===== src/rtl/writeback_unit.sv =====
// ---------------------------------------------------------------------------
// writeback_unit
//   Last stage of the core. Takes one retired result from execute and either
//   writes it to the register file (optionally followed by a second write of
//   the high half to a special destination), or issues it to memory as a
//   store and waits for the ack. A RET-class kill parks the unit in a sticky
//   halt until reset. Keeps a retired-instruction count and the RIP of the
//   most recently retired instruction.
//
// Ports
//   clk, reset                  clock, synchronous active-high reset
//   validIn / readyOut          result handshake (transfer = validIn && readyOut)
//   aluResultIn                 primary result
//   aluResultSpecialIn          high half of a MUL/IMUL product
//   destRegIn                   primary destination GPR
//   destRegSpecialIn            special destination GPR
//   destRegSpecialValidIn       a special write is required
//   isMemoryAccessDestIn        primary result goes to memory
//   memoryAddressDestIn         store address
//   killIn                      RET/RETF/IRET: halt the core
//   currentRipIn                RIP of the incoming instruction
//   regWriteEnOut/AddrOut/DataOut  register-file write port
//   storeReqOut/AddrOut/DataOut    store request, held until storeAckIn
//   storeAckIn                  memory accepted the store
//   haltOut                     sticky halt
//   retiredCountOut             retired-instruction count (wraps)
//   retiredRipOut               RIP of the last retired instruction
//
// Every output is a flop. The combinational block computes the next state
// and the value each output takes in that next state; the sequential block
// just loads them.
// ---------------------------------------------------------------------------
module writeback_unit (
  input  logic        clk,
  input  logic        reset,
  input  logic        validIn,
  output logic        readyOut,
  input  logic [63:0] aluResultIn,
  input  logic [63:0] aluResultSpecialIn,
  input  logic [3:0]  destRegIn,
  input  logic [3:0]  destRegSpecialIn,
  input  logic        destRegSpecialValidIn,
  input  logic        isMemoryAccessDestIn,
  input  logic [63:0] memoryAddressDestIn,
  input  logic        killIn,
  input  logic [63:0] currentRipIn,
  output logic        regWriteEnOut,
  output logic [3:0]  regWriteAddrOut,
  output logic [63:0] regWriteDataOut,
  output logic        storeReqOut,
  output logic [63:0] storeAddrOut,
  output logic [63:0] storeDataOut,
  input  logic        storeAckIn,
  output logic        haltOut,
  output logic [63:0] retiredCountOut,
  output logic [63:0] retiredRipOut
);

  typedef enum logic [2:0] {
    IDLE       = 3'd0,
    WR_MAIN    = 3'd1,
    WR_SPECIAL = 3'd2,
    STORE      = 3'd3,
    HALTED     = 3'd4
  } state_t;

  state_t state, stateNext, dispatchState;

  // Holding registers for the instruction in flight.
  logic [3:0]  hDestReg, hDestRegSpecial;
  logic        hSpecValid;
  logic [63:0] hAluResult, hAluResultSpecial, hMemAddr, hRip;

  logic accept;
  logic retireHeld;   // held instruction finishes this cycle
  logic retireKill;   // incoming kill retires on its accept edge

  // Fields as they will be seen next cycle: fresh inputs on accept,
  // otherwise whatever is already held.
  logic [3:0]  nDestReg, nDestRegSpecial;
  logic        nSpecValid;
  logic [63:0] nAluResult, nAluResultSpecial, nMemAddr;

  logic        readyNext, wrEnNext, storeReqNext, haltNext;
  logic [3:0]  wrAddrNext;
  logic [63:0] wrDataNext, storeAddrNext, storeDataNext, countNext, ripNext;

  assign accept = validIn && readyOut;

  assign nDestReg          = accept ? destRegIn             : hDestReg;
  assign nDestRegSpecial   = accept ? destRegSpecialIn      : hDestRegSpecial;
  assign nSpecValid        = accept ? destRegSpecialValidIn : hSpecValid;
  assign nAluResult        = accept ? aluResultIn           : hAluResult;
  assign nAluResultSpecial = accept ? aluResultSpecialIn    : hAluResultSpecial;
  assign nMemAddr          = accept ? memoryAddressDestIn   : hMemAddr;

  // Where a newly accepted result goes; kill dominates a store.
  always_comb begin
    dispatchState = WR_MAIN;
    if (killIn)                    dispatchState = HALTED;
    else if (isMemoryAccessDestIn) dispatchState = STORE;
  end

  // Next-state logic. readyOut is only high in IDLE and in a WR_MAIN with
  // no special write behind it, so accept never collides with pending work.
  always_comb begin
    stateNext  = state;
    retireHeld = 1'b0;
    retireKill = accept && killIn;
    unique case (state)
      IDLE: begin
        if (accept) stateNext = dispatchState;
      end
      WR_MAIN: begin
        if (hSpecValid) begin
          stateNext = WR_SPECIAL;
        end else begin
          retireHeld = 1'b1;
          stateNext  = accept ? dispatchState : IDLE;
        end
      end
      WR_SPECIAL: begin
        retireHeld = 1'b1;
        stateNext  = IDLE;
      end
      STORE: begin
        if (storeAckIn) begin
          if (hSpecValid) begin
            stateNext = WR_SPECIAL;
          end else begin
            retireHeld = 1'b1;
            stateNext  = IDLE;
          end
        end
      end
      HALTED: begin
        stateNext = HALTED;
      end
      default: begin
        stateNext = IDLE;
      end
    endcase
  end

  // Output values for the coming cycle, derived from the coming state.
  always_comb begin
    readyNext     = (stateNext == IDLE) || (stateNext == WR_MAIN && !nSpecValid);
    haltNext      = (stateNext == HALTED);
    wrEnNext      = (stateNext == WR_MAIN) || (stateNext == WR_SPECIAL);
    wrAddrNext    = '0;
    wrDataNext    = '0;
    if (stateNext == WR_MAIN) begin
      wrAddrNext = nDestReg;
      wrDataNext = nAluResult;
    end else if (stateNext == WR_SPECIAL) begin
      wrAddrNext = nDestRegSpecial;
      wrDataNext = nAluResultSpecial;
    end
    storeReqNext  = (stateNext == STORE);
    storeAddrNext = storeReqNext ? nMemAddr   : '0;
    storeDataNext = storeReqNext ? nAluResult : '0;

    // A non-special WR_MAIN can retire in the same edge that accepts a
    // kill, so up to two retirements land at once; the kill is newer.
    countNext = retiredCountOut + 64'(retireHeld) + 64'(retireKill);
    ripNext   = retiredRipOut;
    if (retireKill)      ripNext = currentRipIn;
    else if (retireHeld) ripNext = hRip;
  end

  always_ff @(posedge clk) begin
    if (reset) begin
      state             <= IDLE;
      hDestReg          <= '0;
      hDestRegSpecial   <= '0;
      hSpecValid        <= 1'b0;
      hAluResult        <= '0;
      hAluResultSpecial <= '0;
      hMemAddr          <= '0;
      hRip              <= '0;
      readyOut          <= 1'b1;
      regWriteEnOut     <= 1'b0;
      regWriteAddrOut   <= '0;
      regWriteDataOut   <= '0;
      storeReqOut       <= 1'b0;
      storeAddrOut      <= '0;
      storeDataOut      <= '0;
      haltOut           <= 1'b0;
      retiredCountOut   <= '0;
      retiredRipOut     <= '0;
    end else begin
      state <= stateNext;
      if (accept) begin
        hDestReg          <= destRegIn;
        hDestRegSpecial   <= destRegSpecialIn;
        hSpecValid        <= destRegSpecialValidIn;
        hAluResult        <= aluResultIn;
        hAluResultSpecial <= aluResultSpecialIn;
        hMemAddr          <= memoryAddressDestIn;
        hRip              <= currentRipIn;
      end
      readyOut        <= readyNext;
      regWriteEnOut   <= wrEnNext;
      regWriteAddrOut <= wrAddrNext;
      regWriteDataOut <= wrDataNext;
      storeReqOut     <= storeReqNext;
      storeAddrOut    <= storeAddrNext;
      storeDataOut    <= storeDataNext;
      haltOut         <= haltNext;
      retiredCountOut <= countNext;
      retiredRipOut   <= ripNext;
    end
  end

endmodule


===== config.mk =====
export PLATFORM = sky130hd
export DESIGN_NAME = writeback_unit
export DESIGN_NICKNAME = d
export VERILOG_FILES = /design/src/rtl/writeback_unit.sv
export SDC_FILE = /design/constraint.sdc
export NUM_CORES = 1
export LEC_CHECK = 0
export ABC_CLOCK_PERIOD_IN_PS = 3600
export CAP_MARGIN = 0
export CORE_AREA = 2 2 234 236
export DETAILED_ROUTE_END_ITERATION = 10
export DIE_AREA = 0 0 236 238
export GPL_ROUTABILITY_DRIVEN = 0
export PLACE_DENSITY_LB_ADDON = 0.05
export SETUP_SLACK_MARGIN = 0.1
export SYNTH_ARGS = -nofsm -noshare
export SYNTH_HDL_FRONTEND = slang
export SYNTH_SLANG_ARGS = --single-unit

===== constraint.sdc =====
create_clock -name clk -period 3.6 [get_ports clk]
set_input_delay 0.9 -clock clk [delete_from_list [all_inputs] [get_ports clk]]
set_output_delay 0.9 -clock clk [all_outputs]
set_load 0.05 [all_outputs]

==> flow_summary.ini <==
[run_status]
status = complete, no violations

[die]
die_w_um = 236
die_h_um = 238
ios = 599
core_area_um2 = 53500
rows = 85
die_area_um2 = 56200
start_util_pct = 38.1

[power_and_ir_drop]
p_sw_share_pct = 24.7
p_total_mw = 15.4
powerDensity_nw_per_um2 = 525
clkPwrFrac_pct = 42.4
p_int_mw = 11.6
peakVddDrop_mv = 0.360
seqPwrFrac_pct = 45.7
p_switching_mw = 3.79
leakage_nw = 11.5
power_frac_comb_pct = 11.9

[worst_setup_path]
end_kind = flip-flop
critPathMaxFanout = 12
cpPeakStageDelay_ns = 0.56
startpoint_type = input pin
reg2reg_depth = 12
r2r_start = state[1]$_SDFF_PP0_
worstReg2RegEnd = retiredCountOut[52]$_SDFF_PP0_
path_delay_family = simple AND/OR/NAND/NOR gates
cp_slowest_cell = or4_1
r2r_setup_slack_ns = 0.82
cp_data_arrival_time_ns = 3.63
required_ns = 4.09
critPathBufInv = 3
path_class = input pin to flip-flop
critical_path.cell_chain = clkdlybuf4s50_1 > nor2b_1 > o21ai_0 > buf_4 > nand2_4 > inv_1 > fa_1 > ha_1 > nand4_1 > nor4_4 > nand4_4 > or4_1 > a21oi_1

[routing]
drt_iter0_markers = 830
drc = 0
avgRoutedWirePerCell_um = 19.6
via_per_inst = 4.97
ant_nets = 0
first_pass_iters = 5
vias = 16600
wl_mm = 65.7

[grt]
grt_max_degree = 149
grt_use_total_pct = 22.5
grt_pass1_wl_mm = 97.7
grt_pass1_vias = 16200
antenna_found_initial = 19
overflow = 0

[clock_tree]
clock_latency_ns = 0.58
cts.reportedPaths.clkPinSlew_ns = 0.05
ctsResizeCount = 0
cts.sinks = 596
clk_path_buf_depth = 3
cts_max_level = 3
post_cts_buffers = 0
cts_root_buf = clkbuf_16
cts_hold_buf = 0
cts_tree = done
cts_buffers = 66

[hold_path]
hp-class = flip-flop to flip-flop
hold_start = hRip[11]$_SDFFE_PP0P_
holdPathStages = 2
hold_end = hRip[11]$_SDFFE_PP0P_

[synth]
synth_edf_count = 0
synth_top_flop_cell = dfxtp_1
synth_seq_cells = 596
synth.cell_area_um2 = 20400
yosys_warnings = 0
syn_area_per_cell_um2 = 10.0
ys_seq_area_share_pct = 58.5
ys_types = 39
syn_inst = 2032
synthArstFlopShare_pct = 0
synthesis.nets = 2305

[placement]
io_buffers = 598
hpwlAfterDp_mm = 45.6

[timing]
tightest_slew_ns = 1.09
hold_violations = 0
fin_crit_sh_pct = 87.4
setup_viol_count_final = 0
max_freq_mhz = 318
holdWs_ns = 0.452
skew_ns = 0.0207
fin_crit_ns = 3.15
slew_headroom_pct = 27.3
finalMaxSlewViolations = 0
rsz0062_at_grt = false

[final_layout]
multi_input_comb_area_um2 = 7900
regArea_um2 = 11900
drive_above_1_share_pct = 5.88
fillCellCount = 4757
area_growth_pct = 43.5
nets = 2867

[job]
drv_cap = 0
-- cell usage after synthesis (all sizes together) (4+ instances only) --
cell / n / area (um^2)
dfxtp: 596 / 11900
a21oi: 94 / 470
and3: 9 / 56.3
nor2: 437 / 1640
or3: 25 / 156
mux2i: 265 / 2650
clkbuf: 111 / 417
nor4: 9 / 101
o31ai: 14 / 105
xor2: 22 / 193
nand4: 28 / 233
inv: 12 / 45.0
buf: 31 / 139
or4: 9 / 67.6
a211oi: 64 / 480
and2: 4 / 25.0
xnor2: 11 / 96.3
nand2: 164 / 616
o32ai: 64 / 561
nor3: 7 / 46.3
nand3: 19 / 95.1
o21ai: 22 / 110
nor2b: 4 / 25.0
-- flip-flops by register name (all words and copies together) (netlist names), 3 cells and up --
name,flops
hAluResultSpecial,64
hAluResult,64
hMemAddr,64
hRip,64
regWriteDataOut,64
retiredCountOut,64
retiredRipOut,64
storeAddrOut,64
storeDataOut,64
hDestRegSpecial,4
hDestReg,4
regWriteAddrOut,4
state,3
-- cells by family after synthesis --
family / count (synthesis) / share of synthesized area (%)
AO/OA/AOI/OAI: 261 / 8.58
flip-flops: 596 / 58.5
multiplexers: 265 / 13.0
buffers and inverters: 154 / 2.95
XOR/XNOR: 33 / 1.42
AND/OR/NAND/NOR: 721 / 15.4
adder cells (fa/ha/maj): 2 / 0.160
-- power groups by stage --
stage                     combinational, mW  sequential (mW)  clock [mW]
after CTS                              1.84             7.02        6.69
after floorplan                       0.793             7.45           0
after detailed placement               1.83             7.16           0
after global routing                   1.95             7.05        6.96
after global placement                 1.81             7.15           0
final                                  1.82             7.02        6.51
-- metal layers --
| metal | up-vias | GRT usage (%) | routed length [um] |
|---|---|---|---|
| li1 | 8093 | - | - |
| met1 | 7948 | 25.5 | 26000 |
| met2 | 439 | 38.3 | 31700 |
| met3 | 115 | 9.56 | 6100 |
| met4 | 20 | 7.18 | 1720 |
| met5 | - | 0 | 136 |
-- layout by cell type, fill, tap and decap left out, types with 9 or more instances in the layout --
cell type	count
clkdlybuf4s50_1	597
o32ai_1	64
clkbuf_16	67
buf_12	10
or4_1	9
o21ai_0	22
a211oi_1	64
inv_1	12
nand2_1	159
xnor2_1	11
mux2i_1	265
nand4_1	23
diode_2	9
buf_4	28
dfxtp_1	596
or3_1	25
and3_1	9
nor2_1	437
a21oi_1	94
xor2_1	22
o31ai_1	14
clkinv_2	10
clkbuf_1	14
clkbuf_8	16
nand3_1	19
-- layout make-up --
| class | instances | share of cell area (%) |
|---|---|---|
| multi-input cells | 1282 | 27.0 |
| diodes | 9 | 0.0770 |
| inverters | 12 | 0.154 |
| well taps | 696 | 2.98 |
| flip-flops and latches | 596 | 40.8 |
| clock inverters | 15 | 0.466 |
| repair buffers | 636 | 21.9 |
| clock buffers | 97 | 6.66 |
-- metrics by stage --
stage / utilization, % / setup slack (ns) / setup TNS [ns] / area, um^2 / cells
floorplan: - / 0.148 / 0 / 20400 / 2032
global placement: 50.7 / -0.0373 / -0.154 / 27100 / 3222
detailed placement: 50.7 / -0.120 / -0.929 / 27100 / 3222
global route: 54.7 / 0.301 / 0 / 29200 / 3338
CTS: 54.6 / 0.483 / 0 / 29200 / 3334
finish: 54.7 / 0.455 / 0 / 29300 / 3343
-- worst reg2reg max path, cell delays in order (launching register included) --
cell and delay, ns:
dfxtp_1 0.33, nor2b_1 0.15, o21ai_0 0.17, buf_4 0.16, nand2_4 0.04, inv_1 0.06, fa_1 0.21, ha_1 0.19
nand4_1 0.16, nor4_4 0.25, nand4_4 0.23, or4_1 0.56, a21oi_1 0.17
-- how the worst max path moves through the flow --
| stage | start | cells after the start | slack (ns) | to |
|---|---|---|---|---|
| finish | storeAckIn | 13 | 0.45 | retiredCountOut[52]$_SDFF_PP0_ |
| detailed placement | storeAckIn | 13 | -0.12 | retiredCountOut[52]$_SDFF_PP0_ |
| floorplan | storeAckIn | 13 | 0.15 | retiredCountOut[58]$_SDFF_PP0_ |
| CTS | storeAckIn | 13 | 0.48 | retiredCountOut[52]$_SDFF_PP0_ |
| global placement | storeAckIn | 13 | -0.04 | retiredCountOut[58]$_SDFF_PP0_ |
| global route | storeAckIn | 14 | 0.30 | retiredCountOut[34]$_SDFF_PP0_ |
Power figures use the tool's default switching activity.
